--- src/rtl/channel_3_tick_scheduler_pkg.sv ---
// Shared definitions for the channel 3 tick scheduler and the sibling channel
// schedulers: state encoding, default tempo and tick-period constants.
package channel_3_tick_scheduler_pkg;

  typedef enum logic [1:0] {
    IDLE   = 2'd0,
    RUN    = 2'd1,
    PAUSED = 2'd2,
    ARMED  = 2'd3
  } sched_state_e;

  localparam int DEFAULT_TEMPO    = 8;
  localparam int TICK_CLK_DIVIDER = 416667;
  localparam int TICK_DIV_WIDTH   = 19;
  localparam int TEMPO_WIDTH      = 8;

  // True when the tick index sits on the last tick of a note of the given length.
  function automatic logic is_last_tick(input logic [TEMPO_WIDTH-1:0] idx,
                                        input logic [TEMPO_WIDTH-1:0] tempo);
    return idx == (tempo - TEMPO_WIDTH'(1));
  endfunction

endpackage

--- src/rtl/channel_3_tick_scheduler_if.sv ---
// Control/strobe bundle between the control registers and the triangle channel.
// Signal names are given from the scheduler's point of view.
interface channel_3_tick_scheduler_if;
  logic       i_start;
  logic       i_stop;
  logic       i_pause;
  logic [7:0] i_tempo;
  logic       i_tempo_valid;
  logic       i_frame_pulse;
  logic       o_tick_stb;
  logic       o_note_stb;
  logic       o_running;
  logic       o_mute;

  modport master (
    output i_start, i_stop, i_pause, i_tempo, i_tempo_valid, i_frame_pulse,
    input  o_tick_stb, o_note_stb, o_running, o_mute
  );

  modport slave (
    input  i_start, i_stop, i_pause, i_tempo, i_tempo_valid, i_frame_pulse,
    output o_tick_stb, o_note_stb, o_running, o_mute
  );
endinterface

--- src/rtl/channel_3_tick_scheduler_tick_divider.sv ---
// Clock divider shared by the channel schedulers: counts enabled cycles and
// raises o_wrap combinationally on the cycle the count rolls over to zero.
module channel_3_tick_scheduler_tick_divider #(
  parameter int DIVIDE = 4,
  parameter int WIDTH  = 19
) (
  input  logic i_clk,
  input  logic i_rst_n,
  input  logic i_clear,
  input  logic i_enable,
  output logic o_wrap
);

  logic [WIDTH-1:0] r_count;
  logic             w_at_top;

  assign w_at_top = (r_count == WIDTH'(DIVIDE - 1));
  assign o_wrap   = i_enable & w_at_top & ~i_clear;

  always_ff @(posedge i_clk or negedge i_rst_n) begin
    if (!i_rst_n) begin
      r_count <= '0;
    end else if (i_clear) begin
      r_count <= '0;
    end else if (i_enable) begin
      r_count <= w_at_top ? '0 : r_count + WIDTH'(1);
    end
  end

endmodule

--- src/rtl/channel_3_tick_scheduler.sv ---
// Triangle-channel playback controller: start/stop/pause FSM, tick and note strobes,
// run-time tempo. Optional CHANNEL_3_FRAME_SYNC_EN holds RUN until the phase wraps.
module channel_3_tick_scheduler
  import channel_3_tick_scheduler_pkg::*;
#(
  parameter int CLK_DIVIDER            = TICK_CLK_DIVIDER,
  parameter int DIV_WIDTH              = TICK_DIV_WIDTH,
  parameter int DEFAULT_TICKS_PER_NOTE = DEFAULT_TEMPO
) (
  input logic                          i_clk,
  input logic                          i_rst_n,
  channel_3_tick_scheduler_if.slave    bus
);

  localparam logic [TEMPO_WIDTH-1:0] RESET_TEMPO = TEMPO_WIDTH'(DEFAULT_TICKS_PER_NOTE);

`ifdef CHANNEL_3_FRAME_SYNC_EN
  localparam sched_state_e START_STATE = ARMED;
`else
  localparam sched_state_e START_STATE = RUN;
`endif

  sched_state_e           r_state;
  sched_state_e           w_next_state;
  logic [TEMPO_WIDTH-1:0] r_tick_cnt;
  logic [TEMPO_WIDTH-1:0] r_active_tempo;
  logic [TEMPO_WIDTH-1:0] r_pending_tempo;
  logic                   r_pending;
  logic                   r_tick_stb;
  logic                   r_note_stb;
  logic                   r_running;
  logic                   w_div_clear;
  logic                   w_div_enable;
  logic                   w_wrap;
  logic                   w_note_end;
  logic                   w_frame_fall;

`ifdef CHANNEL_3_FRAME_SYNC_EN
  logic r_frame_d;

  always_ff @(posedge i_clk or negedge i_rst_n) begin
    if (!i_rst_n) begin
      r_frame_d <= 1'b0;
    end else begin
      r_frame_d <= bus.i_frame_pulse;
    end
  end

  assign w_frame_fall = r_frame_d & ~bus.i_frame_pulse;
`else
  logic w_unused_frame;
  assign w_unused_frame = bus.i_frame_pulse;
  assign w_frame_fall   = 1'b0;
`endif

  always_ff @(posedge i_clk or negedge i_rst_n) begin
    if (!i_rst_n) begin
      r_state <= IDLE;
    end else begin
      r_state <= w_next_state;
    end
  end

  // Stop beats pause beats start; a pause pulse swallows a coincident start.
  always_comb begin
    w_next_state = r_state;
    if (bus.i_stop) begin
      w_next_state = IDLE;
    end else begin
      case (r_state)
        IDLE:    if (bus.i_start && !bus.i_pause) w_next_state = START_STATE;
        RUN:     if (bus.i_pause) w_next_state = PAUSED;
        PAUSED:  if (bus.i_start && !bus.i_pause) w_next_state = START_STATE;
        ARMED: begin
          if (bus.i_pause) begin
            w_next_state = PAUSED;
          end else if (w_frame_fall) begin
            w_next_state = RUN;
          end
        end
        default: w_next_state = IDLE;
      endcase
    end
  end

  // Counting stops in the very cycle a pause or stop arrives, so a wrap due then is dropped.
  assign w_div_clear  = (r_state == IDLE) | bus.i_stop;
  assign w_div_enable = (r_state == RUN) & ~bus.i_pause & ~bus.i_stop;
  assign w_note_end   = w_wrap & is_last_tick(r_tick_cnt, r_active_tempo);

  channel_3_tick_scheduler_tick_divider #(
    .DIVIDE (CLK_DIVIDER),
    .WIDTH  (DIV_WIDTH)
  ) u_tick_divider (
    .i_clk    (i_clk),
    .i_rst_n  (i_rst_n),
    .i_clear  (w_div_clear),
    .i_enable (w_div_enable),
    .o_wrap   (w_wrap)
  );

  always_ff @(posedge i_clk or negedge i_rst_n) begin
    if (!i_rst_n) begin
      r_tick_cnt <= '0;
    end else if (w_div_clear || w_note_end) begin
      r_tick_cnt <= '0;
    end else if (w_wrap) begin
      r_tick_cnt <= r_tick_cnt + TEMPO_WIDTH'(1);
    end
  end

  // A new tempo only takes effect on a note boundary (or at once when idle);
  // a fresh request arriving in the same cycle stays pending.
  always_ff @(posedge i_clk or negedge i_rst_n) begin
    if (!i_rst_n) begin
      r_active_tempo  <= RESET_TEMPO;
      r_pending_tempo <= RESET_TEMPO;
      r_pending       <= 1'b0;
    end else begin
      if (r_pending && ((r_state == IDLE) || w_note_end)) begin
        r_active_tempo <= r_pending_tempo;
        r_pending      <= 1'b0;
      end
      if (bus.i_tempo_valid && (bus.i_tempo != '0)) begin
        r_pending_tempo <= bus.i_tempo;
        r_pending       <= 1'b1;
      end
    end
  end

  always_ff @(posedge i_clk or negedge i_rst_n) begin
    if (!i_rst_n) begin
      r_tick_stb <= 1'b0;
      r_note_stb <= 1'b0;
      r_running  <= 1'b0;
    end else begin
      r_tick_stb <= w_wrap;
      r_note_stb <= w_wrap & (r_tick_cnt == '0);
      r_running  <= (w_next_state == RUN);
    end
  end

  assign bus.o_tick_stb = r_tick_stb;
  assign bus.o_note_stb = r_note_stb;
  assign bus.o_running  = r_running;
  assign bus.o_mute     = ~r_running;

endmodule

--- src/flat_wrapper.sv ---
// flat-port wrapper written by rule: the top's interface ports become plain ports
module channel_3_tick_scheduler_flat import channel_3_tick_scheduler_pkg::*;
#(
  parameter int CLK_DIVIDER            = TICK_CLK_DIVIDER,
  parameter int DIV_WIDTH              = TICK_DIV_WIDTH,
  parameter int DEFAULT_TICKS_PER_NOTE = DEFAULT_TEMPO
)
  (i_clk, i_rst_n, bus_i_start, bus_i_stop, bus_i_pause, bus_i_tempo, bus_i_tempo_valid, bus_i_frame_pulse, bus_o_tick_stb, bus_o_note_stb, bus_o_running, bus_o_mute);
  channel_3_tick_scheduler_if bus_i ();
  input logic i_clk;
  input logic i_rst_n;
  input wire logic [$bits(bus_i.i_start)-1:0] bus_i_start;
  input wire logic [$bits(bus_i.i_stop)-1:0] bus_i_stop;
  input wire logic [$bits(bus_i.i_pause)-1:0] bus_i_pause;
  input wire logic [$bits(bus_i.i_tempo)-1:0] bus_i_tempo;
  input wire logic [$bits(bus_i.i_tempo_valid)-1:0] bus_i_tempo_valid;
  input wire logic [$bits(bus_i.i_frame_pulse)-1:0] bus_i_frame_pulse;
  output wire logic [$bits(bus_i.o_tick_stb)-1:0] bus_o_tick_stb;
  output wire logic [$bits(bus_i.o_note_stb)-1:0] bus_o_note_stb;
  output wire logic [$bits(bus_i.o_running)-1:0] bus_o_running;
  output wire logic [$bits(bus_i.o_mute)-1:0] bus_o_mute;
  assign bus_i.i_start = bus_i_start;
  assign bus_i.i_stop = bus_i_stop;
  assign bus_i.i_pause = bus_i_pause;
  assign bus_i.i_tempo = bus_i_tempo;
  assign bus_i.i_tempo_valid = bus_i_tempo_valid;
  assign bus_i.i_frame_pulse = bus_i_frame_pulse;
  assign bus_o_tick_stb = bus_i.o_tick_stb;
  assign bus_o_note_stb = bus_i.o_note_stb;
  assign bus_o_running = bus_i.o_running;
  assign bus_o_mute = bus_i.o_mute;
  channel_3_tick_scheduler #(.CLK_DIVIDER(CLK_DIVIDER), .DIV_WIDTH(DIV_WIDTH), .DEFAULT_TICKS_PER_NOTE(DEFAULT_TICKS_PER_NOTE)) u_core (.i_clk(i_clk), .i_rst_n(i_rst_n), .bus(bus_i));
endmodule
--- config.mk ---
export PLATFORM = sky130hd
export DESIGN_NAME = channel_3_tick_scheduler_flat
export DESIGN_NICKNAME = d
export VERILOG_FILES = /design/src/rtl/channel_3_tick_scheduler_pkg.sv /design/src/rtl/channel_3_tick_scheduler_if.sv /design/src/rtl/channel_3_tick_scheduler_tick_divider.sv /design/src/rtl/channel_3_tick_scheduler.sv /design/src/flat_wrapper.sv
export SDC_FILE = /design/constraint.sdc
export NUM_CORES = 1
export LEC_CHECK = 0
export CORE_ASPECT_RATIO = 1.1
export CORE_UTILIZATION = 55
export DETAILED_ROUTE_END_ITERATION = 8
export GPL_TIMING_DRIVEN = 1
export PLACE_DENSITY = 0.71
export SYNTH_ARGS = -nofsm -noshare
export SYNTH_HDL_FRONTEND = slang
export SYNTH_SLANG_ARGS = --single-unit
--- constraint.sdc ---
create_clock -name i_clk -period 2.9 [get_ports i_clk]
set_input_delay 0.58 -clock i_clk [delete_from_list [all_inputs] [get_ports i_clk]]
set_output_delay 0.58 -clock i_clk [all_outputs]
set_load 0.02 [all_outputs]
# == Word level (Yosys, flattened, before mapping) ==
# Cells that the tools add are included.
# totals
regBits,49
in_bits,15
# classes
n_addsub,3
eq_ne,6
muxes,11
bitwise_logic,11
n_reduce_logical,14
# op_table
cell,n
19-bit 2-to-1 mux,3
"19-bit by 1-bit adder with 19-bit output, second input constant",1
"19-bit equality test, second input constant",1
8-bit 2-to-1 mux,2
"8-bit by 1-bit adder with 8-bit output, second input constant",1
8-bit equality test,1
8-bit logical NOT,1
8-bit nonzero test,1
"8-bit by 1-bit subtractor with 8-bit output, second input constant",1
1-bit AND,6
2-bit 2-to-1 mux,3
2-bit nonzero test,3
"2-bit by 1-bit equality test with 1-bit output, second input constant",2
"2-bit equality test, second input constant",2
1-bit inverter,4
2-bit one-hot mux with 2 select lines,1
2-bit OR reduction,2
1-bit logical AND,3
2-bit logical NOT,1
1-bit logical OR,2
1-bit 2-to-1 mux,2
1-bit logical NOT,1
1-bit OR,1

# == Depth between registers and ports, before layout ==
# logic_depth
depth_word,10
mapped_depth,9

# == Hierarchy ==
# From an unflattened synthesis, not the netlist that was laid out.
# unflattened
cells_unflattened,276
hier_area_um2,2647.5
# modules_own_cells
mod,n_inst,cells_per_inst,area_per_inst_um2,seq_area_each_um2
channel_3_tick_scheduler,1,155,1527.7,753.2
channel_3_tick_scheduler_tick_divider,1,121,1119.8,475.5

# == Least setup slack after synthesis ==
# Ideal clock, no wire load.
# synth_path
kind,reg2reg
startpoint,reg u_core.r_active_tempo[0]
endpoint,reg u_core.r_active_tempo[0]
t_arrival_ps,1923
path_slack_ps,874
path_stages_with_launch,8
n_path_buf,0
path_cell_list,dfrtp_1 inv_1 ha_1 or3_1 a31oi_2 nand4_4 or3_1 o311ai_1
# synth_between
elab_chain_cells,5
# synth_rtl
item,line_no,rtl
"start, declared",channel_3_tick_scheduler.sv:26,logic [TEMPO_WIDTH-1:0] r_active_tempo;
"start signal, assigned",channel_3_tick_scheduler.sv:121,r_active_tempo <= r_pending_tempo;
8-bit by 1-bit subtractor with 8-bit output,channel_3_tick_scheduler_pkg.sv:20,return idx == (tempo - TEMPO_WIDTH'(1));
8-bit equality test,channel_3_tick_scheduler_pkg.sv:20,
1-bit AND,channel_3_tick_scheduler.sv:89,"assign w_note_end = w_wrap & is_last_tick(r_tick_cnt, r_active_tempo);"
1-bit logical OR,channel_3_tick_scheduler.sv:120,if (r_pending && ((r_state == IDLE) || w_note_end)) begin
1-bit logical AND,channel_3_tick_scheduler.sv:120,
# No other way between the ends.
# A chain may end at the register's enable or synchronous reset.

# == Worst setup path after layout ==
# layout_path
startpoint,in bus_i_stop
endpoint,reg u_core.r_active_tempo[3]
# layout_between
elab_chain_cells,7
# layout_rtl
item,line_no,rtl
"start, declared",flat_wrapper.sv:13,input wire logic [$bits(bus_i.i_stop)-1:0] bus_i_stop;
1-bit inverter,channel_3_tick_scheduler.sv:88,assign w_div_enable = (r_state == RUN) & ~bus.i_pause & ~bus.i_stop;
1-bit AND,channel_3_tick_scheduler.sv:88,
1-bit AND,channel_3_tick_scheduler_tick_divider.sv:18,assign o_wrap = i_enable & w_at_top & ~i_clear;
1-bit AND *,channel_3_tick_scheduler_tick_divider.sv:18,
1-bit AND *,channel_3_tick_scheduler.sv:89,
1-bit logical OR *,channel_3_tick_scheduler.sv:120,
1-bit logical AND *,channel_3_tick_scheduler.sv:120,
# Mark *: on every way between the ends. The rest lies on a longest branch, timed or not.

==> impl_metrics.env <==
export IMPL_status="complete, but fails checks"
export IMPL_failed_checks="DRC"
export IMPL_async_reset_ff_share_pct=100
export IMPL_finalMaxSlewViolations=0
export IMPL_max_freq_ghz=0.416
export IMPL_num_rows=27
export IMPL_seq_area_frac_synth_pct=43.0
export IMPL_dp_hpwl_um=4290
export IMPL_port_buffer_count=17
export IMPL_wl_um=5980
export IMPL_area_growth_pct=12.9
export IMPL_cts_buffers=5
export IMPL_leakagePower_uw=0.00135
export IMPL_initial_utilization_pct=57.1
export IMPL_syn_num_nets=342
export IMPL_ys_types=50
export IMPL_postCtsResizedCells=0
export IMPL_crit_start="bus_i_stop"
export IMPL_worstPathMaxFanout=9
export IMPL_cp_slowest_cell="clkdlybuf4s50_1"
export IMPL_drv_cap=0
export IMPL_start_kind="input port"
export IMPL_hold_violations=0
export IMPL_drc=3
export IMPL_ant_nets=0
export IMPL_die_w_um=70.7
export IMPL_layout_cells_most_common="nand2_1"
export IMPL_max_slew_margin_pct=59.4
export IMPL_pin_count=19
export IMPL_rr_endpoint="u_core.r_active_tempo[3]"
export IMPL_drt_pre_antenna_iters=7
export IMPL_syn_area_um2=2860
export IMPL_cts_setup_buffers=0
export IMPL_syn_avg_cell_area_um2=8.87
export IMPL_routabilityCongestion=0.785
export IMPL_cts_root_buf="clkbuf_8"
export IMPL_fillCellCount=449
export IMPL_final_setup_tns_ns=0
export IMPL_worstSetupEndpointType="flip-flop"
export IMPL_tightest_slew_ns=0.605
export IMPL_antenna_found_initial=0
export IMPL_r2r_worst_path_cells=7
export IMPL_worst_skew_pair_late_latency_ns=0.30
export IMPL_finalCoreUtilization_pct=64.5
export IMPL_via_count=2411
export IMPL_via_per_inst=6.04
export IMPL_worstPathRequired_ns=3.10
export IMPL_rsz0062_at_grt="no"
export IMPL_synth_edff_count=0
export IMPL_clk_pin_slew_ns=0.09
export IMPL_synthCells=322
export IMPL_fin_nets=360
export IMPL_setup_violations=0
export IMPL_hold_buffers=0
export IMPL_die_y_um=77.6
export IMPL_rrSetupSlack_ns=0.56
export IMPL_gr_usage_all_layers_pct=24.3
export IMPL_grt_start_max_net_pins=33
export IMPL_wl_per_cell_um=15.0
export IMPL_drive_gt1_share_pct=8.80
export IMPL_layout_common_cells="nand2_1 (54), dfrtp_1 (47), o21ai_0 (21), nor2_1 (19)"
export IMPL_core_area_um2=5000
export IMPL_cts_tree="built"
export IMPL_grt_overflow_total=0
export IMPL_yosys_register_bits=49
export IMPL_cts_num_sinks=49
export IMPL_worstPathCellList="clkdlybuf4s50_1, nor2_1, nand3b_1, nor4_4, nand4_4, or3_1, o311ai_1"
export IMPL_htreeDepth=2
export IMPL_finalCritPeriodShare_pct=82.9
export IMPL_hp_class="in2async"
export IMPL_p_per_area_nw_per_um2=521
export IMPL_grt_pass1_wl_um=10800
export IMPL_synthFlopType="dfrtp_1"
export IMPL_post_dp_cell_area_um2=3090
export IMPL_cp_data_arrival_time_ns=2.60
export IMPL_antenna_cells=0
export IMPL_grt_pass1_vias=2317
export IMPL_stdcell_area_um2=3220
export IMPL_final_cells=399
export IMPL_die_area_um2=5480
export IMPL_vdd_drop_max_v=0.000308
export IMPL_slowest_delay_ns=0.46
export IMPL_critical_path_class="in2reg"
export IMPL_period_needed_ns=2.41
export IMPL_reg2reg_from="u_core.r_active_tempo[0]"
export IMPL_drt_iter0_drc=146
export IMPL_yosys_warnings=0
export IMPL_fin_worst_skew_ns=0.00845
export IMPL_dp_cells=391
export IMPL_clk_path_buf_depth=2
## critical path: cells and delay by family
kind                   cells  cell delay [ns]
AND/OR/NAND/NOR            5             1.44
buffers and inverters      1             0.46
AO/OA/AOI/OAI              1             0.12
## cells in the mapped netlist, types with 5 or more instances
cell | n | area [um2]
nand2_1 | 54 | 203
ha_1 | 5 | 62.6
o21ai_0 | 21 | 105
o311ai_1 | 8 | 70.1
dfrtp_1 | 47 | 1180
nand4_1 | 8 | 50.1
and3_1 | 9 | 56.3
xor2_1 | 11 | 96.3
nand3_1 | 9 | 45.0
clkbuf_1 | 8 | 30.0
inv_1 | 14 | 52.6
a31oi_1 | 10 | 62.6
xnor2_1 | 12 | 105
nor3_1 | 16 | 80.1
o22ai_1 | 8 | 50.1
and4_1 | 5 | 43.8
nor2_1 | 19 | 71.3
or3_1 | 9 | 56.3
## worst max-delay path by stage
stage | slack [ns] | end
after floorplan | 0.87 | u_core.r_active_tempo[0]
after global placement | 0.29 | u_core.r_active_tempo[5]
after detailed placement | 0.24 | u_core.r_active_tempo[2]
after CTS | 0.49 | u_core.r_active_tempo[3]
after global routing | 0.40 | u_core.r_active_tempo[3]
final | 0.49 | u_core.r_active_tempo[3]
## cell type report
class                           count  area, um2  area share [%]
Multi-Input combinational cell    246       1520            47.1
Sequential cell                    49       1230            38.1
Timing Repair Buffer               24        218            6.75
Tap cell                           58       72.6            2.25
Clock buffer                        5       68.8            2.14
Clock inverter                      3       65.1            2.02
Inverter                           14       52.6            1.63
## metal layers
metal	share of wire, %	GRT usage [%]	wire length, um
met5	0	0	0
met4	0.84	5.20	50
met3	4.7	4.16	278
met2	45	38.3	2710
met1	49	35.3	2940
## cell families (layout without fill, tap and decap cells)
logic type,count (synthesis),count (layout),share of synthesized area (%)
AND/OR/NAND/NOR,156,156,30.1
AO/OA/AOI/OAI,61,61,13.5
flip-flops,49,49,43.0
buffers and inverters,27,46,3.81
XOR/XNOR,23,23,7.06
adder cells (fa/ha/maj),5,5,2.19
multiplexers,1,1,0.351
## state kept, by name, summed over array words and instances, names as in the netlist
signal                         count
u_core.bus.o_running               1
u_core.r_pending                   1
u_core.u_tick_divider.r_count     19
u_core.r_active_tempo              8
u_core.bus.o_tick_stb              1
u_core.r_tick_cnt                  8
u_core.r_pending_tempo             8
u_core.bus.o_note_stb              1
u_core.r_state                     2
## metrics by stage
stage | power, uW | hold WS (ns) | setup slack, ns
2_1_floorplan | 1020 | 0.284 | 0.874
3_3_place_gp | 1110 | 0.450 | 0.288
3_5_place_dp | 1120 | 0.457 | 0.239
4_1_cts | 1690 | 0.215 | 0.495
5_1_grt | 1770 | 0.224 | 0.397
6_report | 1680 | 0.205 | 0.495
## power breakdown
group          switching, uW  internal, uW
Clock                    226           343
Combinational            185           138
Sequential              60.4           728
Power figures use the tool's default switching activity.
